**config.mk**
```make
export PLATFORM = sky130hd
export DESIGN_NAME = ftoi_pipe_flat
export DESIGN_NICKNAME = d
export VERILOG_FILES = /design/src/rtl/ftoi_pipe_if.sv /design/src/rtl/ftoi_pipe.sv /design/src/flat_wrapper.sv
export SDC_FILE = /design/constraint.sdc
export NUM_CORES = 1
export LEC_CHECK = 0
export ABC_AREA = 0
export BUFFER_PORTS_ARGS = -buffer_cell sky130_fd_sc_hd__clkbuf_2
export CAP_MARGIN = 0
export CORE_MARGIN = 4
export CORE_UTILIZATION = 55
export DETAILED_ROUTE_END_ITERATION = 7
export PLACE_DENSITY = 0.75
export SETUP_SLACK_MARGIN = 0.4
export SLEW_MARGIN = 40
export SYNTH_ARGS = -nofsm -noshare
export SYNTH_HDL_FRONTEND = slang
export SYNTH_SLANG_ARGS = --single-unit
export TNS_END_PERCENT = 30
```
**constraint.sdc**
```tcl
create_clock -name clk -period 4.5 [get_ports clk]
set_input_delay 0.675 -clock clk [delete_from_list [all_inputs] [get_ports clk]]
set_output_delay 0.675 -clock clk [all_outputs]
set_load 0.02 [all_outputs]
```
**src/rtl/ftoi_pipe_if.sv**
```systemverilog
// Operand/result handshake bundle for the float-to-int converter.
interface ftoi_pipe_if;
    logic        in_valid;
    logic        in_ready;
    logic [31:0] x;
    logic        out_valid;
    logic        out_ready;
    logic [31:0] y;
    logic        ovf;

    // Producer of operands / consumer of results
    modport master (
        output in_valid, x, out_ready,
        input  in_ready, out_valid, y, ovf
    );

    // The converter itself
    modport slave (
        input  in_valid, x, out_ready,
        output in_ready, out_valid, y, ovf
    );
endinterface

```
**src/rtl/ftoi_pipe.sv**
```systemverilog
// Two-stage IEEE-754 single float to signed 32-bit integer converter.
// S1 decodes and aligns the mantissa, S2 rounds half away from zero,
// negates and saturates. Valid/ready flow control on both sides.
module ftoi_pipe (
    input  logic        clk,
    input  logic        rst,
    ftoi_pipe_if.slave  bus
);
    localparam int unsigned DW   = 32;
    localparam int unsigned EW   = 8;
    localparam int unsigned FW   = 23;
    localparam int unsigned MW   = FW + 1;
    localparam int unsigned MAGW = 31;

    localparam logic [EW-1:0] E_INF      = 8'd255;
    localparam logic [EW-1:0] E_TOO_BIG  = 8'd158;
    localparam logic [EW-1:0] E_SHL_MIN  = 8'd151;
    localparam logic [EW-1:0] E_NO_SHIFT = 8'd150;
    localparam logic [EW-1:0] E_ONE      = 8'd127;
    localparam logic [EW-1:0] E_HALF     = 8'd126;
    localparam logic [DW-1:0] X_INT_MIN  = 32'hCF00_0000;
    localparam logic [DW-1:0] Y_POS_SAT  = 32'h7FFF_FFFF;
    localparam logic [DW-1:0] Y_NEG_SAT  = 32'h8000_0000;

    logic [EW-1:0]   exp_in;
    logic [FW-1:0]   frac_in;
    logic [MW-1:0]   mant;
    logic [DW-1:0]   align;
    logic [MAGW-1:0] dec_mag;
    logic            dec_rnd;
    logic            dec_sat;
    logic            dec_min;
    logic            dec_nan;

    logic            s1_valid;
    logic            s1_sign;
    logic [MAGW-1:0] s1_mag;
    logic            s1_rnd;
    logic            s1_sat;
    logic            s1_min;
    logic            s1_nan;

    logic            s1_load;
    logic            s2_load;
    logic [DW-1:0]   mag_r;
    logic [DW-1:0]   y_next;
    logic            ovf_next;

    assign exp_in  = bus.x[30:23];
    assign frac_in = bus.x[22:0];
    assign mant    = {1'b1, frac_in};

    // Stage advance: S2 frees when empty or drained, S1 when empty or moving on
    assign s2_load     = !bus.out_valid || bus.out_ready;
    assign s1_load     = !s1_valid || s2_load;
    assign bus.in_ready = s1_load;

    // S1 decode: classify exponent and align mantissa into integer + round bit
    always_comb begin
        align   = '0;
        dec_mag = '0;
        dec_rnd = 1'b0;
        dec_sat = 1'b0;
        dec_min = 1'b0;
        dec_nan = 1'b0;
        if (exp_in == E_INF) begin
            dec_sat = 1'b1;
            dec_nan = |frac_in;
        end else if (exp_in >= E_TOO_BIG) begin
            if (bus.x == X_INT_MIN) dec_min = 1'b1;
            else                    dec_sat = 1'b1;
        end else if (exp_in >= E_SHL_MIN) begin
            dec_mag = MAGW'({7'b0, mant} << 3'(exp_in - E_NO_SHIFT));
        end else if (exp_in >= E_ONE) begin
            // Extra zero LSB below the mantissa catches the first dropped bit
            align   = {7'b0, mant, 1'b0} >> 5'(E_NO_SHIFT - exp_in);
            dec_mag = align[DW-1:1];
            dec_rnd = align[0];
        end else if (exp_in == E_HALF) begin
            dec_rnd = 1'b1;
        end
    end

    // S2 compute: round, apply sign, substitute saturation values
    always_comb begin
        mag_r    = DW'(s1_mag) + DW'(s1_rnd);
        y_next   = s1_sign ? (DW'(0) - mag_r) : mag_r;
        ovf_next = 1'b0;
        if (s1_min) begin
            y_next = Y_NEG_SAT;
        end else if (s1_sat) begin
            y_next   = (s1_sign && !s1_nan) ? Y_NEG_SAT : Y_POS_SAT;
            ovf_next = 1'b1;
        end
    end

    // Pipeline registers; stalled stages hold data and valid
    always_ff @(posedge clk) begin
        if (rst) begin
            s1_valid      <= 1'b0;
            s1_sign       <= 1'b0;
            s1_mag        <= '0;
            s1_rnd        <= 1'b0;
            s1_sat        <= 1'b0;
            s1_min        <= 1'b0;
            s1_nan        <= 1'b0;
            bus.out_valid <= 1'b0;
            bus.y         <= '0;
            bus.ovf       <= 1'b0;
        end else begin
            if (s1_load) begin
                s1_valid <= bus.in_valid;
                if (bus.in_valid) begin
                    s1_sign <= bus.x[31];
                    s1_mag  <= dec_mag;
                    s1_rnd  <= dec_rnd;
                    s1_sat  <= dec_sat;
                    s1_min  <= dec_min;
                    s1_nan  <= dec_nan;
                end
            end
            if (s2_load) begin
                bus.out_valid <= s1_valid;
                if (s1_valid) begin
                    bus.y   <= y_next;
                    bus.ovf <= ovf_next;
                end
            end
        end
    end
endmodule

```
**src/flat_wrapper.sv**
```systemverilog
// flat-port wrapper written by rule: the top's interface ports become plain ports
module ftoi_pipe_flat 
  (clk, rst, bus_in_valid, bus_x, bus_out_ready, bus_in_ready, bus_out_valid, bus_y, bus_ovf);
  ftoi_pipe_if bus_i ();
  input  logic clk;
  input  logic rst;
  input wire logic [$bits(bus_i.in_valid)-1:0] bus_in_valid;
  input wire logic [$bits(bus_i.x)-1:0] bus_x;
  input wire logic [$bits(bus_i.out_ready)-1:0] bus_out_ready;
  output wire logic [$bits(bus_i.in_ready)-1:0] bus_in_ready;
  output wire logic [$bits(bus_i.out_valid)-1:0] bus_out_valid;
  output wire logic [$bits(bus_i.y)-1:0] bus_y;
  output wire logic [$bits(bus_i.ovf)-1:0] bus_ovf;
  assign bus_i.in_valid = bus_in_valid;
  assign bus_i.x = bus_x;
  assign bus_i.out_ready = bus_out_ready;
  assign bus_in_ready = bus_i.in_ready;
  assign bus_out_valid = bus_i.out_valid;
  assign bus_y = bus_i.y;
  assign bus_ovf = bus_i.ovf;
  ftoi_pipe u_core (.clk(clk), .rst(rst), .bus(bus_i));
endmodule
```
=== Word level (Yosys, flattened, before mapping) ===
Cells that the tools add are included.

* Add/sub/neg operators: 4
* Order comparisons: 3
* Eq/ne operators: 3
* Shifts and indexed selects: 2
* Muxes and demuxes: 22
* Reduce and logical (&&, ||, !) cells: 9

{| class="wikitable"
|+ Operators with widths
! operator !! number
|-
| 2-to-1 mux 32 bit || 4
|-
| 2-to-1 mux 31 bit || 4
|-
| adder 31 x 1 -> 32 bit || 1
|-
| equality test 32 bit (second input constant) || 1
|-
| >> shifter 25 x 5 -> 32 bit || 1
|-
| subtractor 1 x 32 -> 32 bit (first input constant) || 1
|-
| << shifter 24 x 3 -> 31 bit || 1
|-
| OR reduction 23 bit || 1
|-
| >= comparator 8 bit (second input constant) || 2
|-
| 2-to-1 mux 1 bit || 14
|-
| equality test 8 x 7 -> 1 bit (second input constant) || 1
|-
| equality test 8 bit (second input constant) || 1
|-
| >= comparator 8 x 7 -> 1 bit (second input constant) || 1
|-
| subtractor 5 bit (first input constant) || 1
|-
| AND reduction 2 bit || 2
|-
| logical NOT 1 bit || 3
|-
| subtractor 3 bit (second input constant) || 1
|-
| logical OR 1 bit || 2
|-
| logical AND 1 bit || 1
|}

* Register bits after elaboration: 71
* Input bits: 36
* Output and inout bits: 35
* Word-level logic and storage cells: 53

=== Depth between registers and ports, before layout ===
* Depth in word-level cells: 6
* Mapped depth: 15
* Gate-level depth less buffers: 12

=== Worst setup path before layout ===
No wires, ideal clock.

* Kind: input port to flip-flop
* From: in bus_x[23]
* To: reg u_core.s1_rnd
* Setup time: 70 ps
* Arrival time: 3875 ps
* Data required time: 4430 ps
* Setup slack: 555 ps
* Stages on the path: 13
* Buffers on the path: 5
* Cell sequence: buf_2 buf_1 inv_1 clkbuf_1 ha_1 clkbuf_1 clkbuf_1 mux2i_1 mux2i_1 mux4_2 mux2i_1 nand3_1 a21oi_1

* Cells in the longest elaborated chain, start to end: 6
* Elaborated cells on any way between the ends: 12
* Classes of those cells: add/sub: 1; order compare: 3; eq/ne: 2; shift: 1; mux: 5

{| class="wikitable"
|+ RTL lines
! element !! RTL line !! RTL
|-
| start: declaration || flat_wrapper.sv:8 || <nowiki>input wire logic [$bits(bus_i.x)-1:0] bus_x;</nowiki>
|-
| subtractor 5 bit / equality test 8 x 7 -> 1 bit (equally long branches) || ftoi_pipe.sv:76, ftoi_pipe.sv:79 ||
|-
| >> shifter 25 x 5 -> 32 bit / 2-to-1 mux 1 bit (equally long branches) || ftoi_pipe.sv:76, ftoi_pipe.sv:79 ||
|-
| 2-to-1 mux 1 bit || ftoi_pipe.sv:74 || <nowiki>end else if (exp_in >= E_ONE) begin</nowiki>
|-
| 2-to-1 mux 1 bit || ftoi_pipe.sv:72 || <nowiki>end else if (exp_in >= E_SHL_MIN) begin</nowiki>
|-
| 2-to-1 mux 1 bit || ftoi_pipe.sv:69 || <nowiki>end else if (exp_in >= E_TOO_BIG) begin</nowiki>
|-
| 2-to-1 mux 1 bit * || ftoi_pipe.sv:66 || <nowiki>if (exp_in == E_INF) begin</nowiki>
|-
| end signal: assignment || ftoi_pipe.sv:116 || <nowiki>s1_rnd <= dec_rnd;</nowiki>
|-
| end: declaration || ftoi_pipe.sv:38 || <nowiki>logic s1_rnd;</nowiki>
|}

Mark *: on every way between the ends. The rest lies on a longest branch, timed or not.
A chain may end at the register's enable or synchronous reset.

=== Final worst setup path ===
* From: reg u_core.s1_mag[0]
* To: reg u_core.bus.y[27]

* Cells in the longest elaborated chain, start to end: 5

{| class="wikitable"
|+ RTL lines
! element !! RTL line !! RTL
|-
| start: declaration || ftoi_pipe.sv:37 || <nowiki>logic [MAGW-1:0] s1_mag;</nowiki>
|-
| start signal: assignment || ftoi_pipe.sv:115 || <nowiki>s1_mag <= dec_mag;</nowiki>
|-
| adder 31 x 1 -> 32 bit * || ftoi_pipe.sv:86 || <nowiki>mag_r = DW'(s1_mag) + DW'(s1_rnd);</nowiki>
|-
| subtractor 1 x 32 -> 32 bit || ftoi_pipe.sv:87 || <nowiki>y_next = s1_sign ? (DW'(0) - mag_r) : mag_r;</nowiki>
|-
| 2-to-1 mux 32 bit * || ftoi_pipe.sv:87 ||
|-
| 2-to-1 mux 32 bit * || ftoi_pipe.sv:91 || <nowiki>end else if (s1_sat) begin</nowiki>
|-
| 2-to-1 mux 32 bit * || ftoi_pipe.sv:89 || <nowiki>if (s1_min) begin</nowiki>
|-
| end signal: assignment || ftoi_pipe.sv:125 || <nowiki>bus.y <= y_next;</nowiki>
|-
| end: declaration || ftoi_pipe_if.sv:20 || <nowiki>output in_ready, out_valid, y, ovf</nowiki>
|}

Marked as above.

==> key figures <==
Outcome
  – Status: completed

CTS
  – Clock transition at path regs: 0.05 ns
  – Clock tree buffer depth: 2
  – CTS root buf: clkbuf_16
  – Post-CTS Setup Bufs: 0
  – H-Tree Depth: 3
  – CTS tree: yes
  – Later-pin clock latency in the skew report: 0.33 ns
  – Cts hold-fix bufs: 0
  – Clock Sinks: 71
  – Num CTS Buffers: 9
  – PostCTS Resize Cnt: 0

Timing
  – Final setup TNS: 0 ns
  – Unrepaired setup endpoints after global routing: false
  – Slew headroom: 49.33%
  – Final WS setup: 0.9238 ns
  – Final Cycle Share: 79.47%
  – Worst-Margin Slew: 0.7601 ns
  – Final setup vio count: 0
  – Tmin final: 3.576 ns
  – Fin. Hold Viols: 0
  – Worst clock skew: 0.007552 ns
  – Max Freq: 0.2796 GHz
  – Max Slew Vio Count: 0

Placed design
  – Pre-CTS setup slack: 0.9622 ns
  – HPWL Detailed: 14390 um
  – Gpl congestion: 0.9326
  – PortBufs: 70

Power
  – Pleak: 2.794 nW
  – PD cells: 265.1 nW/um^2
  – Worst vdd ir: 0.0001287 V

Job
  – Max-cap viol count: 0

Setup path
  – CP max stage delay: 0.64 ns
  – Critical path launch point type: register
  – CP most frequent cell: ha_1
  – Required time worst endpoint: 4.72 ns
  – Slowest cell on the critical path: or4_1
  – Critical-path cell list: ha_1 -> ha_1 -> nand3_1 -> o41ai_1 -> nor3_1 -> or2_2 -> or4_1 -> o31a_1 -> a2111oi_2
  – WS Path Type: register to register
  – Worst Path Max Fanout: 8
  – Arr. time, crit path: 3.80 ns
  – CP endpoint kind: register

Synthesis
  – Complex-gate fraction of the synthesized area: 23.74%
  – Yosys reg bits: 71
  – Post-synth top flop: dfxtp_1
  – Main combinational cell family by area after synthesis: compound AO/OA/AOI/OAI gates
  – Synth Area in Adders: 1.682%
  – Netlist cell types: 68
  – Post-synthesis cell area: 6694 um^2
  – XOR/XNOR Fraction of Synth Area: 7.981%
  – FFs w/ async S/R, synth: 0%
  – Post-synthesis simple-gate area fraction: 23.40%
  – Multiplexer share of the synthesized area: 16.52%
  – Net Count, Synth: 900
  – Syn_area_per_cell: 7.829 um^2
  – Share of the yosys chip area belonging to registers: 21.23%
  – Post-synth EDFFs: 0
  – Yosys warns: 0
  – Post-synthesis instance total: 855

Floorplanning
  – Die width: 118.3 um
  – Die footprint: 14000 um^2
  – FP Rows: 40
  – Core Region: 11960 um^2
  – Die Height: 118.3 um
  – I/O Pins: 71
  – Initial core utilization: 55.96%

Global routing
  – Largest net degree at the start of global routing: 56
  – Number of antenna violations at the first check in global routing: 0
  – Grt total ovfl: 0
  – First-pass GRT wire length: 31420 um
  – Number of global-route vias before repair: 6185
  – GRT Overall Usage: 26.56%

Route
  – Drt drc: 0
  – WL per Instance: 18.18 um
  – DRT Pass-1 Iters: 6
  – DRT Wirelength: 18680 um
  – Antenna viol nets, final: 0
  – Detailed Route Iter0 Violations: 587
  – Via count: 6585
  – Routed vias/inst: 6.412

Finish
  – Area Overhead vs Synth: 9.327%
  – Share of cells above drive strength 1: 18.86%
  – Fill cells: 1071
  – Ant diodes: 0
  – Layout Nets: 922

Worst hold path
  – Hold/Removal Path Class: register to register
layer usage:
| layer | wire length (um) | up-vias | GRT usage (%) |
|---|---|---|---|
| met5 | 0 | - | 0 |
| li1 | - | 3245 | - |
| met4 | 599 | 0 | 12.45 |
| met2 | 8701 | 219 | 42.84 |
| met3 | 881 | 31 | 3.254 |
| met1 | 8492 | 3090 | 35.43 |
synth_stat cells (10+ instances only):
library cell	instances	area share (%)
mux2_2	16	2.7
nand2_1	99	5.6
dfxtp_1	71	21
a222oi_1	16	2.4
mux2i_1	34	5.1
nor2b_1	11	1.0
buf_1	10	0.56
a211oi_1	18	2.0
nor4_1	14	1.3
inv_1	14	0.79
a21oi_1	66	4.9
o21ai_0	45	3.4
nor2_1	75	4.2
xor2_1	21	2.7
buf_2	15	1.1
and3_1	11	1.0
clkbuf_1	50	2.8
nand4_1	13	1.2
mux4_2	26	8.7
nor3_1	14	1.0
nand3_1	30	2.2
a22oi_1	17	1.9
xnor2_1	40	5.2
power breakdown:
part	total, mW	switching [mW]	internal, mW
combinational	0.642	0.382	0.260
clock	0.599	0.235	0.364
sequential	0.698	0.0415	0.656
total	1.94	0.659	1.28
logic make-up (layout without fill, tap and decap cells):
family | Yosys count | count (layout)
multiplexers | 76 | 76
AND/OR/NAND/NOR | 313 | 313
adder cells (fa/ha/maj) | 9 | 9
AO/OA/AOI/OAI | 234 | 234
flip-flops | 71 | 71
XOR/XNOR | 61 | 61
buffers and inverters | 91 | 116
worst max-delay path: cells and delay by family (launching register included):
kind | cells | cell delay [ns]
compound gates | 3 | 1.09
fa+ha+maj | 2 | 0.63
flops | 1 | 0.34
simple gates | 4 | 1.40
layout make-up:
class	count	area, um^2	share of cell area (%)
inverters	15	56.30	0.7694
flip-flops and latches	71	1423	19.44
clock inverters	2	10.01	0.1368
multi-input cells	693	4931	67.38
well taps	147	183.9	2.513
clock buffers	12	236.5	3.231
repair buffers	87	478.0	6.531
cell usage in the layout (no fill, tap or decap), types with 9 or more instances in the layout:
cell       Yosys  final
nand2_1       99     99
nor2_1        75     75
dfxtp_1       71     70
clkbuf_2       0     69
a21oi_1       66     66
o21ai_0       45     45
xnor2_1       40     39
mux2i_1       34     34
nand3_1       30     30
mux4_2        26     26
xor2_1        21     20
a211oi_1      18     18
a22oi_1       17     17
buf_4          1     17
mux2_2        16     16
a222oi_1      16     16
inv_1         14     14
nor4_1        14     14
nand4_1       13     13
nor3_1        14     13
and3_1        11     11
nor2b_1       11     11
clkbuf_16      0      9
through the flow:
step / std cells / power (mW) / utilization (%) / hold WS, ns / area [um^2]
CTS: 1027 / 1.940 / 61.18 / 0.4528 / 7318
global route: 1027 / 2.047 / 61.18 / 0.4766 / 7318
floorplan: 855 / 1.171 / - / 0.4322 / 6694
finish: 1027 / 1.940 / 61.18 / 0.4487 / 7318
detailed placement: 1013 / 1.342 / 59.12 / 0.4452 / 7072
global placement: 1013 / 1.329 / 59.03 / 0.4344 / 7061
flip-flops by register name, summed over array words and instances, names as in the netlist:
signal,flops
u_core.bus.y,32
u_core.s1_sign,1
u_core.bus.out_valid,1
u_core.s1_rnd,1
u_core.bus.ovf,1
u_core.s1_nan,1
u_core.s1_mag,31
u_core.s1_sat,1
u_core.s1_min,1
u_core.s1_valid,1
final timing paths:
check	startpoint	end	slack [ns]	cells past startpoint
setup / recovery	u_core.s1_mag[0]	u_core.bus.y[27]	0.92	9
hold / removal	u_core.bus.y[22]	u_core.bus.y[22]	0.45	2
setup reg to reg	u_core.s1_mag[0]	u_core.bus.y[27]	0.92	9
hold reg to reg	u_core.bus.y[22]	u_core.bus.y[22]	0.45	2
(Power assumes the default switching activity.)
